$ cat src/rtl/rr_mux_arbiter.sv
// rr_mux_arbiter: round-robin arbiter driving a registered-select 4:1 data mux with bounded grant bursts
module rr_mux_arbiter #(
  parameter int WIDTH    = 8,
  parameter int MAX_HOLD = 4
) (
  input  logic             Clk,
  input  logic             Reset,
  input  logic [3:0]       Req,
  input  logic [WIDTH-1:0] In0,
  input  logic [WIDTH-1:0] In1,
  input  logic [WIDTH-1:0] In2,
  input  logic [WIDTH-1:0] In3,
  output logic [3:0]       Gnt,
  output logic             Sel1,
  output logic             Sel0,
  output logic [WIDTH-1:0] Out,
  output logic             OutValid
);
  typedef enum logic {IDLE, GRANT} state_t;
  localparam logic [7:0] LAST = 8'(MAX_HOLD - 1);
  state_t r_state, w_state;
  logic [1:0] r_sel, w_sel, r_ptr, w_ptr, w_start, w_win, w_idx;
  logic [3:0] r_gnt, w_req;
  logic [7:0] r_hold, w_hold;
  logic w_found, w_rel;
  always_comb begin
    w_rel   = !Req[r_sel] || r_hold == LAST;
    w_req   = r_state == GRANT ? Req & ~r_gnt : Req;
    w_start = r_state == GRANT ? r_sel + 2'd1 : r_ptr;
    w_found = 1'b0;
    w_win   = 2'd0;
    w_idx   = 2'd0;
    // scan farthest offset first so the nearest requester after w_start wins
    for (int k = 3; k >= 0; k--) begin
      w_idx = w_start + 2'(k);
      if (w_req[w_idx]) begin
        w_found = 1'b1;
        w_win   = w_idx;
      end
    end
    w_state = r_state;
    w_sel   = r_sel;
    w_hold  = r_hold;
    w_ptr   = r_ptr;
    if (r_state == IDLE) begin
      if (w_found) begin
        w_state = GRANT;
        w_sel   = w_win;
        w_hold  = 8'd0;
      end
    end else if (!w_rel) begin
      w_hold = r_hold + 8'd1;
    end else begin
      w_ptr  = r_sel + 2'd1;
      w_hold = 8'd0;
      if (w_found) w_sel = w_win;
      else if (!Req[r_sel]) begin
        w_state = IDLE;
        w_sel   = 2'd0;
      end
    end
  end
  always_ff @(posedge Clk) begin
    if (Reset) begin
      r_state <= IDLE;
      r_sel   <= 2'd0;
      r_hold  <= 8'd0;
      r_ptr   <= 2'd0;
      r_gnt   <= 4'd0;
    end else begin
      r_state <= w_state;
      r_sel   <= w_sel;
      r_hold  <= w_hold;
      r_ptr   <= w_ptr;
      r_gnt   <= w_state == GRANT ? 4'b0001 << w_sel : 4'd0;
    end
  end
  assign Gnt          = r_gnt;
  assign {Sel1, Sel0} = r_sel;
  assign OutValid     = r_state == GRANT;
  assign Out = {WIDTH{OutValid}} & (({WIDTH{r_sel == 2'd0}} & In0) | ({WIDTH{r_sel == 2'd1}} & In1) |
                                    ({WIDTH{r_sel == 2'd2}} & In2) | ({WIDTH{r_sel == 2'd3}} & In3));
endmodule

$ cat config.mk
export PLATFORM = sky130hd
export DESIGN_NAME = rr_mux_arbiter
export DESIGN_NICKNAME = d
export VERILOG_FILES = /design/src/rtl/rr_mux_arbiter.sv
export SDC_FILE = /design/constraint.sdc
export NUM_CORES = 1
export LEC_CHECK = 0
export CAP_MARGIN = 20
export CORE_MARGIN = 4
export CORE_UTILIZATION = 38
export DETAILED_ROUTE_END_ITERATION = 10
export MAX_ROUTING_LAYER = met4
export PLACE_DENSITY = 0.83
export REMOVE_ABC_BUFFERS = 1
export SYNTH_ARGS = -nofsm -noshare
export SYNTH_HDL_FRONTEND = slang
export SYNTH_SLANG_ARGS = --single-unit
$ cat constraint.sdc
create_clock -name Clk -period 1.9 [get_ports Clk]
set_input_delay 0.19 -clock Clk [delete_from_list [all_inputs] [get_ports Clk]]
set_output_delay 0.19 -clock Clk [all_outputs]
set_load 0.005 [all_outputs]
# After elaboration in Yosys (flattened, before gate mapping)
# Cells that the tools add are included.
# word_totals
reg_bits,17
inputBits,38
output_inout_bits,15
elab_cells,70
# classes
n_addsub,5
n_lt_le_gt_ge,5
eq_ne,4
n_shift,1
n_mux,33
n_bitwise,11
n_reduce_logical,6
# op_table
cell,n
AND 8 bit,5
2-to-1 mux 8 bit,3
OR 8 bit,3
2-to-1 mux 2 bit,10
less-than comparator 2 x 3 -> 1 bit (second input constant),5
2-to-1 mux 1 bit,14
binary-select mux 1 bit (select 2 bit),5
adder 8 x 1 -> 8 bit (second input constant),1
== test 8 x 2 -> 1 bit (second input constant),1
adder 2 x 1 -> 2 bit (second input constant),2
adder 2 bit (second input constant),2
AND 4 bit,1
== test 2 bit (second input constant),2
2-to-1 mux 4 bit,1
inverter 4 bit,1
<< shifter 1 x 2 -> 4 bit (first input constant),1
== test 2 x 1 -> 1 bit (second input constant),1
zero test 2 bit,1
AND reduction 2 bit,1
nonzero test 2 bit,1
OR reduction 2 bit,1
zero test 1 bit,1
logical OR 1 bit,1
inverter 1 bit,1

# Longest topological paths before layout
# Gate-level depths: netlist of the first run.
# depth
depth_word,14
depth_mapped,7
ltp_nobuf,7

# Least setup slack after synthesis of the first run
# No wires, ideal clock.
# synth_path
kind,reg2reg
from,register r_sel[0]
to,"register r_gnt[1], in the netlist Gnt[1]"
setup_ps,88
arrival_time_ps,1902
required_time_ps,1812
slack_ps,-89
stages_incl_launch_ff,8
n_path_buf,0
synth_period_minus_slack_ps,1989
cell_sequence,dfxtp_1 -> inv_1 -> ha_1 -> mux2i_1 -> mux2i_1 -> o22ai_1 -> o21a_1 -> nor4_2
# synth_via
elab_chain_cells,14
elab_cells_between_ends,38
classes_between,4 x add/sub; 1 x shift; 29 x mux; 1 x bitwise; 3 x reduce/logical
# synth_lines
element,line_no,source
"start, declared",22,"logic [1:0] r_sel, w_sel, r_ptr, w_ptr, w_start, w_win, w_idx;"
"start signal, assigned",72,r_sel <= w_sel;
adder 2 x 1 -> 2 bit,29,w_start = r_state == GRANT ? r_sel + 2'd1 : r_ptr;
2-to-1 mux 2 bit,29,
adder 2 bit,35,w_idx = w_start + 2'(k);
binary-select mux 1 bit (select 2 bit),36,if (w_req[w_idx]) begin
2-to-1 mux 1 bit (not written as such),36,
2-to-1 mux 1 bit (4 in series),36,
2-to-1 mux 1 bit,56,if (w_found) w_sel = w_win;
2-to-1 mux 1 bit,51,end else if (!w_rel) begin
2-to-1 mux 1 bit,45,if (r_state == IDLE) begin
inverter 1 bit (no line),n/a,
OR reduction 2 bit (no line),n/a,
"end signal, assigned",75,r_gnt <= w_state == GRANT ? 4'b0001 << w_sel : 4'd0;
"end, declared",23,"logic [3:0] r_gnt, w_req;"
# Several ways; a longest one is shown, not always the timed one. The select of a mux whose other input is x is not followed.
# A chain may end at the register's enable or synchronous reset.

# Worst setup path after layout of the first run
# layout_path
from,register r_hold[1]
to,register r_hold[5]
# layout_via
elab_chain_cells,4
elab_cells_between_ends,5
classes_between,1 x add/sub; 1 x eq/ne; 2 x mux; 1 x reduce/logical
# layout_lines
element,line_no,source
"start, declared",24,"logic [7:0] r_hold, w_hold;"
"start signal, assigned",73,r_hold <= w_hold;
"parallel branches: the longest is 2 deep, another holds adder 8 x 1 -> 8 bit",n/a,
2-to-1 mux 8 bit (*),51,
2-to-1 mux 8 bit (*),45,
# Every way passes the cells marked *.

==> flow_summary_export.csv, run 1 <==
group,metric,value,unit
clocking,clk_path_buf_depth,2,
clocking,clk_pin_slew,0.10,ns
setup_path,endpoint_kind,"flop",
floorplan,row_count,20,
timing,relSlewSlack,0.593,
detailed_routing,via_per_inst,5.59,
timing,setup_ws,-0.0547,ns
layout,n_antenna_cell,0,
setup_path,path_cells,"ha_4, or4b_4, o211ai_4, buf_6, and2b_2, o21ai_1, a21oi_1",
clocking,cts-hold-fix-buffers,0,
yosys,syn_area_per_cell,8.21,um2
grt,grt-ovfl-total,0,
setup_path,crit_type,"flop to flop",
floorplan,coreArea,3080,um2
detailed_routing,dr_total_vias,1492,
clocking,cts_buffers,3,
timing,setup_violations,3,
place,hpwl,3100,um
detailed_routing,dr.pass1.iters,4,
clocking,cts_tree,"yes",
clocking,cts-root-buf,"clkbuf_4",
timing,grt_setup_unrepaired,"yes",
floorplan,die_h,65.1,um
timing,post-route-min-period,1.95,ns
grt,grt_pass1_wl,6400,um
layout,area_growth,74.3,%
power_and_ir_drop,leakage,0.834,nW
yosys,yosysWarnings,0,
setup_path,cp.depth,7,
min_path,whs_path_depth,2,
layout,drive_gt1_frac,0.305,
setup_path,startpoint_type,"flop",
clocking,clk_latency,0.30,ns
yosys,ys_seq_elements,17,
timing,worst_slew_pin_slew,0.607,ns
place,place.gp.congestion,0.849,
floorplan,die_w,65.1,um
run_status,status,"finished, violations left",
setup_path,critPathTopFamily,"simple AND/OR/NAND/NOR gates",
yosys,synth_async_sr_flop_share,0,
grt,grt_pass1_vias,1410,
floorplan,start_util,0.403,
clocking,htree_num_levels,1,
place,placed_area,1900,um2
detailed_routing,routedWlPerCell,16.2,um
job,max-cap-violations,0,
setup_path,worst_ep_required_time,2.07,ns
min_path,hold_class,"flop to flop",
power_and_ir_drop,ir_worst_vdd,0.427,mV
floorplan,pin_count,53,
timing,drv_slew,0,
yosys,synthTopCellsByCount,"18 x a22oi_1, 17 x dfxtp_1, 11 x a21oi_1, 11 x nor2_1, 10 x a21boi_0",
clocking,clock-sinks,17,
yosys,syn-instance-count,151,
setup_path,slowest_stage,"or4b_4",
timing,hold_violations,0,
setup_path,worst-path-buf-inv,1,
yosys,syn_area,1240,um2
detailed_routing,drtAntennaViolNets,0,
yosys,synth_area_leaders,"dfxtp_1 27%, a22oi_1 11%, a21boi_0 6.1%",
detailed_routing,routed_wl,4320,um
timing,finClkSkew,0.00319,ns
detailed_routing,initialDrtViolationCount,107,
setup_path,reg2regPathDepth,7,
layout,fin_area,2160,um2
layout,nNetsFinal,267,
setup_path,critPathMaxFanout,4,
setup_path,crit_arrival,2.13,ns
grt,grt_antenna_before_repair,0,
layout,final_util,0.702,
yosys,yosys.area.top_type,"dfxtp_1",
run_status,violations,"negative setup slack",
setup_path,cpPeakStageDelay,0.49,ns
grt,grtUsageTotal,0.192,
yosys,yosysSeqAreaShare,0.274,
floorplan,die_area,4240,um2
timing,fin_crit_sh,1.03,
place,io_buffers,52,
timing,max_freq,512,MHz
yosys,synth_ff_type,"dfxtp_1",
detailed_routing,drc,0,
yosys,synth_most_common_cell,"a22oi_1",
power_and_ir_drop,p_per_area,671,nW/um2
yosys,synth_edf_count,0,
yosys,synth_top_cell_area_share,0.274,
yosys,yosys.cell_types.count,43,
grt,grt_max_degree,14,
repair_timing:
| item | 4_1_cts | 5_1_grt |
|---|---|---|
| cloned | 1 | 0 |
| setup buffers | 2 | 5 |
| endpoints found under the setup margin | 22 | 14 |
| gates resized for setup | 30 | 29 |
| endpoints found under the hold margin | 0 | 0 |
| pin swaps | 7 | 8 |
cells by family after synthesis:
group                      share of synthesized area
AOI/OAI and AO/OA                              0.381
and+or+nand+nor                                0.198
DFF                                            0.274
buffers and inverters                         0.0535
adders and majority gates                     0.0505
muxes                                         0.0424
layer usage:
metal | vias to the layer above | GRT usage | share of wire
li1 | 722 | - | -
met1 | 697 | 0.209 | 0.40
met2 | 67 | 0.369 | 0.52
met3 | 6 | 0.0308 | 0.072
met4 | 0 | 0.0389 | 0.013
met5 | - | - | 0
flip-flops by register name, indices dropped and copies added (netlist names):
register	cells
OutValid	1
r_ptr	2
r_hold	8
Gnt	4
r_sel	2
cell type report:
class	count	area [um2]
multi-input combinational	119	992
fill	228	917
timing repair buffer	76	709
sequential	17	347
tap	44	55.1
inverter	7	31.3
clock buffer	4	26.3
tightest hold or removal path, stage by stage (launching register included):
cell and delay [ns]:
dfxtp_1 0.32, nand2_1 0.05, a21oi_1 0.06
metrics by stage:
step | cells | setup TNS, ns | total power (W) | setup WS, ns | hold slack [ns]
6_report | 267 | -0.0926 | 0.00145 | -0.0547 | 0.478
3_3_place_gp | 255 | -1.53 | 0.00109 | -0.160 | 0.444
2_1_floorplan | 142 | -0.300 | 0.000757 | -0.0916 | 0.259
4_1_cts | 262 | -0.0301 | 0.00135 | -0.0185 | 0.482
3_5_place_dp | 255 | -2.75 | 0.00111 | -0.255 | 0.469
5_1_grt | 267 | -0.660 | 0.00153 | -0.119 | 0.514
final timing paths:
kind / start / to / slack [ns]
max: r_hold[1] / r_hold[5] / -0.05
min: r_ptr[1] / r_ptr[1] / 0.48
max reg2reg: r_hold[1] / r_hold[5] / -0.05
min reg2reg: r_ptr[1] / r_ptr[1] / 0.48
cells in the final DEF, fill, tap and decap left out, drive strengths merged, types with 4 or more instances in the layout:
cell | netlist | final
ha | 5 | 5
and3 | 4 | 4
a21boi | 10 | 10
nand2 | 5 | 5
buf | 7 | 24
clkbuf | 2 | 4
dlygate4sd2 | 0 | 7
dfxtp | 17 | 17
o21ai | 10 | 10
a22oi | 18 | 18
inv | 7 | 7
a21oi | 11 | 11
clkdlybuf4s50 | 0 | 44
nor2 | 11 | 11
power by group:
| group | internal, W | switching, W |
|---|---|---|
| Combinational | 0.000455 | 0.000366 |
| Clock | 0.0000819 | 0.000115 |
| Sequential | 0.000395 | 0.0000368 |
(Power assumes the default switching activity.)
==> run 2, diff against run 1 <==
--- a/config.mk
+++ b/config.mk
@@ -15,3 +15,4 @@
 export SYNTH_ARGS = -nofsm -noshare
 export SYNTH_HDL_FRONTEND = slang
 export SYNTH_SLANG_ARGS = --single-unit
+export TNS_END_PERCENT = 50
==> run 2 against run 1 <==
The flow still finishes with violations (negative setup slack). Critical path depth unchanged. Fmax about the same. Non-clock buffer count down 4. Via count down 1.3%. Sequential share of layout area up 0.41 points. First-iteration DRC count down 9.3%. Core utilization down 1.7 points. Combinational power down 3.8%. Worst hold slack about the same. Sequential power down 0.9%. Power down 2.9%.
==> flow_summary_export.csv, run 2 (same netlist as run 1, synthesis figures left out) <==
group,metric,value,unit
power_and_ir_drop,finalPower,0.00141,W
clocking,clk_pin_slew,0.09,ns
clocking,cts_buffers,3,
grt,grtUsageTotal,0.192,
place,place.gp.congestion,0.849,
detailed_routing,drc,0,
detailed_routing,via_per_inst,5.60,
setup_path,endpoint_kind,"flop",
grt,grt_pass1_wl,6400,um
clocking,clk_latency,0.29,ns
timing,grt_setup_unrepaired,"yes",
setup_path,worst_ep_required_time,2.06,ns
setup_path,crit_type,"flop to flop",
timing,post-route-min-period,1.95,ns
floorplan,die_h,65.1,um
clocking,htree_num_levels,1,
place,hpwl,3100,um
floorplan,coreArea,3080,um2
floorplan,start_util,0.403,
job,max-cap-violations,0,
floorplan,pin_count,53,
place,io_buffers,52,
detailed_routing,initialDrtViolationCount,97,
timing,fin_crit_sh,1.03,
setup_path,reg2regPathDepth,7,
timing,worst_slew_pin_slew,0.544,ns
floorplan,row_count,20,
detailed_routing,routedWlPerCell,15.8,um
setup_path,critPathMaxFanout,4,
layout,nNetsFinal,263,
clocking,cts-hold-fix-buffers,0,
layout,regMostFlops,"r_hold",
power_and_ir_drop,p_per_area,669,nW/um2
place,placed_area,1900,um2
layout,final_cell_mix,"45 x clkdlybuf4s50_1, 17 x a22oi_1, 17 x buf_4",
floorplan,die_w,65.1,um
grt,grt_max_degree,14,
layout,fin_area,2110,um2
layout,n_antenna_cell,0,
grt,grt_pass1_vias,1410,
clocking,clk_path_buf_depth,2,
grt,grt-ovfl-total,0,
layout,largest_reg_flops,8,
detailed_routing,routed_wl,4150,um
power_and_ir_drop,ir_worst_vdd,0.414,mV
grt,grt_antenna_before_repair,0,
layout,area_growth,69.9,%
detailed_routing,dr_total_vias,1472,
layout,layout_commonest_cell,"clkdlybuf4s50_1",
min_path,hold_class,"flop to flop",
timing,setup_ws,-0.0545,ns
detailed_routing,drtAntennaViolNets,0,
power_and_ir_drop,leakage,0.796,nW
run_status,status,"finished, violations left",
timing,max_freq,512,MHz
setup_path,startpoint_type,"flop",
timing,hold_violations,0,
timing,relSlewSlack,0.635,
timing,finClkSkew,0.00312,ns
detailed_routing,dr.pass1.iters,4,
layout,drive_gt1_frac,0.274,
timing,drv_slew,0,
clocking,clock-sinks,17,
clocking,cts_tree,"yes",
run_status,violations,"negative setup slack",
clocking,cts-root-buf,"clkbuf_4",
setup_path,crit_arrival,2.12,ns
floorplan,die_area,4240,um2
min_path,whs_path_depth,2,
timing,setup_violations,2,
run 2: worst paths after layout:
kind,from,to,slack [ns]
setup / recovery,r_hold[1],r_hold[5],-0.05
hold / removal,r_ptr[1],r_ptr[1],0.48
setup reg to reg,r_hold[1],r_hold[5],-0.05
hold reg to reg,r_ptr[1],r_ptr[1],0.48
run 2: where the power goes:
part | switching, W | internal (W)
clock network | 0.000109 | 0.0000817
logic | 0.000354 | 0.000436
registers | 0.0000334 | 0.000395
total | 0.000497 | 0.000912
run 2: critical path, cell delays in order, from the launching register on:
cell and delay, ns:
dfxtp_2 0.37, ha_4 0.14, or4b_4 0.49, o211ai_4 0.25, buf_6 0.15, and2b_2 0.21
o21ai_1 0.13, a21oi_1 0.08
run 2: what timing repair did:
action | CTS | global route
buffers inserted | 2 | 1
pin swaps | 7 | 5
gates cloned | 1 | 0
setup endpoints to repair | 22 | 14
resized for setup | 30 | 21
run 2: routing by layer:
metal / track usage / part of all wire / routed length (um) / vias up
met5: - / 0 / 0 / -
met4: 0.0389 / 0.016 / 66 / 0
met3: 0.0308 / 0.083 / 343 / 8
met2: 0.369 / 0.50 / 2060 / 64
met1: 0.209 / 0.40 / 1680 / 683
li1: - / - / - / 717
run 2: area by class of cell:
class	count	area [um2]
multi-input combinational	119	976
fill	242	971
timing repair buffer	72	677
sequential	17	347
tap	44	55.1
clock buffer	4	26.3
inverter	7	26.3
run 2: per-stage QoR:
stage	utilization	setup TNS, ns	hold WS (ns)	worst slack, ns	instances
4_1_cts	0.660	-0.0301	0.482	-0.0185	262
5_1_grt	0.685	-0.680	0.514	-0.132	263
3_3_place_gp	0.618	-1.53	0.444	-0.160	255
3_5_place_dp	0.618	-2.75	0.469	-0.255	255
6_report	0.685	-0.0709	0.478	-0.0545	263
2_1_floorplan	-	-0.300	0.259	-0.0916	142
==> run 3, diff against run 2 <==
--- a/config.mk
+++ b/config.mk
@@ -5,12 +5,11 @@
 export SDC_FILE = /design/constraint.sdc
 export NUM_CORES = 1
 export LEC_CHECK = 0
-export CAP_MARGIN = 20
 export CORE_MARGIN = 4
-export CORE_UTILIZATION = 38
+export CORE_UTILIZATION = 42
 export DETAILED_ROUTE_END_ITERATION = 10
 export MAX_ROUTING_LAYER = met4
-export PLACE_DENSITY = 0.83
+export PLACE_DENSITY = 0.86
 export REMOVE_ABC_BUFFERS = 1
 export SYNTH_ARGS = -nofsm -noshare
 export SYNTH_HDL_FRONTEND = slang
==> constraint.sdc (replaced) <==
create_clock -name Clk -period 2.05 [get_ports Clk]
set_input_delay 0.205 -clock Clk [delete_from_list [all_inputs] [get_ports Clk]]
set_output_delay 0.205 -clock Clk [all_outputs]
set_load 0.005 [all_outputs]
==> run 3 against run 2 <==
Sequential share of layout area increased by 0.66 points. Critical endpoint is now Out[2]. Count of clock-buffer cells in the layout unchanged. First-iteration DRC count increased by 1.0%. Sequential power decreased by 4.7%. Largest power group unchanged. The run now ends clean. Highest routed layer unchanged. Non-clock buffer count unchanged.
==> flow_summary_export.csv, run 3 (same netlist as run 1, synthesis figures left out) <==
group,metric,value,unit
clocking,cts-root-buf,"clkbuf_4",
grt,grt_max_degree,12,
layout,regMostFlops,"r_hold",
timing,fin_crit_sh,0.994,
power_and_ir_drop,p_per_area,641,nW/um2
layout,largest_reg_flops,8,
grt,grt_pass1_vias,1461,
grt,grt-ovfl-total,0,
timing,whs,0.457,ns
layout,nNetsFinal,262,
power_and_ir_drop,leakage,0.809,nW
floorplan,die_h,62.3,um
setup_path,worst_ep_required_time,1.85,ns
layout,final_cell_mix,"49 x clkdlybuf4s50_1, 18 x a22oi_1, 18 x buf_4",
grt,grtUsageTotal,0.213,
floorplan,die_w,62.3,um
place,preCtsSetupSlack,-0.188,ns
floorplan,coreArea,2780,um2
timing,hold_violations,0,
layout,nFillCells,197,
clocking,clk_path_buf_depth,2,
run_status,status,"complete, no violations",
place,place.gp.congestion,0.880,
setup_path,critPathTopFamily,"buffers and inverters",
floorplan,row_count,19,
detailed_routing,routedWlPerCell,17.2,um
floorplan,start_util,0.446,
timing,relSlewSlack,0.640,
place,dp.cells,239,
floorplan,pin_count,53,
detailed_routing,drc,0,
timing,setup_violations,0,
place,io_buffers,52,
timing,setup_ws,0.0121,ns
timing,grt_setup_unrepaired,"yes",
clocking,cts_buffers,3,
detailed_routing,routed_wl,4280,um
detailed_routing,initialDrtViolationCount,98,
setup_path,path_cells,"inv_2, ha_4, a22oi_1, a21boi_1, clkdlybuf4s50_1",
place,hpwl,3120,um
grt,grt_antenna_before_repair,0,
layout,finalNonFillerCells,249,
timing,finClkSkew,0.000696,ns
timing,max_freq,491,MHz
detailed_routing,via_per_inst,5.93,
detailed_routing,drtAntennaViolNets,0,
timing,drv_slew,0,
layout,drive_gt1_frac,0.243,
grt,grt_pass1_wl,6830,um
layout,n_antenna_cell,0,
clocking,htree_num_levels,1,
setup_path,endpoint_kind,"output port",
clocking,clock-sinks,17,
job,max-cap-violations,0,
floorplan,die_area,3890,um2
setup_path,slowest_stage,"clkdlybuf4s50_1",
layout,area_growth,65.7,%
clocking,cts-hold-fix-buffers,0,
setup_path,cpPeakStageDelay,0.52,ns
setup_path,startpoint_type,"flop",
setup_path,crit_type,"flop to output port",
setup_path,worst-path-buf-inv,2,
setup_path,crit_arrival,1.83,ns
clocking,clk_pin_slew,0.09,ns
setup_path,critPathMaxFanout,8,
min_path,hold_class,"flop to flop",
power_and_ir_drop,finalPower,0.00132,W
timing,post-route-min-period,2.04,ns
clocking,cts_tree,"yes",
layout,layout_commonest_cell,"clkdlybuf4s50_1",
detailed_routing,dr.pass1.iters,4,
clocking,clk_latency,0.29,ns
power_and_ir_drop,ir_worst_vdd,0.633,mV
detailed_routing,dr_total_vias,1477,
layout,final_util,0.739,
timing,worst_slew_pin_slew,0.541,ns
[run 3: layer usage]
| metal | wire length, um | up-vias | track usage |
|---|---|---|---|
| li1 | - | 708 | - |
| met1 | 1720 | 706 | 0.234 |
| met2 | 2210 | 55 | 0.387 |
| met3 | 276 | 8 | 0.0396 |
| met4 | 71 | 0 | 0.0584 |
| met5 | 0 | - | - |
[run 3: through the flow]
stage | cell area [um2] | setup TNS, ns
floorplan | 1200 | 0
global placement | 1860 | -0.0469
detailed placement | 1860 | -1.44
CTS | 1950 | 0
global route | 2050 | -0.0267
finish | 2050 | 0
[run 3: cell type report]
type / count / area (um2) / share of cell area
tap: 31 / 38.8 / 0.0189
multi-input combinational: 118 / 917 / 0.446
clock buffer: 4 / 26.3 / 0.0128
inverter: 7 / 26.3 / 0.0128
timing repair buffer: 72 / 694 / 0.338
sequential: 17 / 352 / 0.171
[run 3: worst paths after layout]
path / startpoint / to / slack (ns) / cells past startpoint
setup / recovery: r_sel[1] / Out[2] / 0.01 / 5
hold / removal: r_ptr[1] / r_ptr[1] / 0.46 / 2
setup reg to reg: r_sel[0] / r_hold[7] / 0.03 / 7
hold reg to reg: r_ptr[1] / r_ptr[1] / 0.46 / 2
[run 3: timing repair]
action | in CTS | in global routing
pin swaps | 1 | 8
buffers inserted | 0 | 6
gates resized for setup | 16 | 21
endpoints found under the setup margin | 9 | 22
[run 3: report_power, final]
group	switching [W]	leakage, nW	internal (W)	total [W]
combinational	0.000317	0.653	0.000412	0.000729
clock	0.000105	0.0150	0.0000758	0.000181
sequential	0.0000398	0.141	0.000368	0.000408
total	0.000462	0.809	0.000856	0.00132
[run 3: tightest hold or removal path, delay by kind of cell, from the launching register on]
| kind | cells | cell delay (ns) |
|---|---|---|
| flip-flops | 1 | 0.32 |
| AND/OR/NAND/NOR | 1 | 0.05 |
| AO/OA/AOI/OAI | 1 | 0.05 |
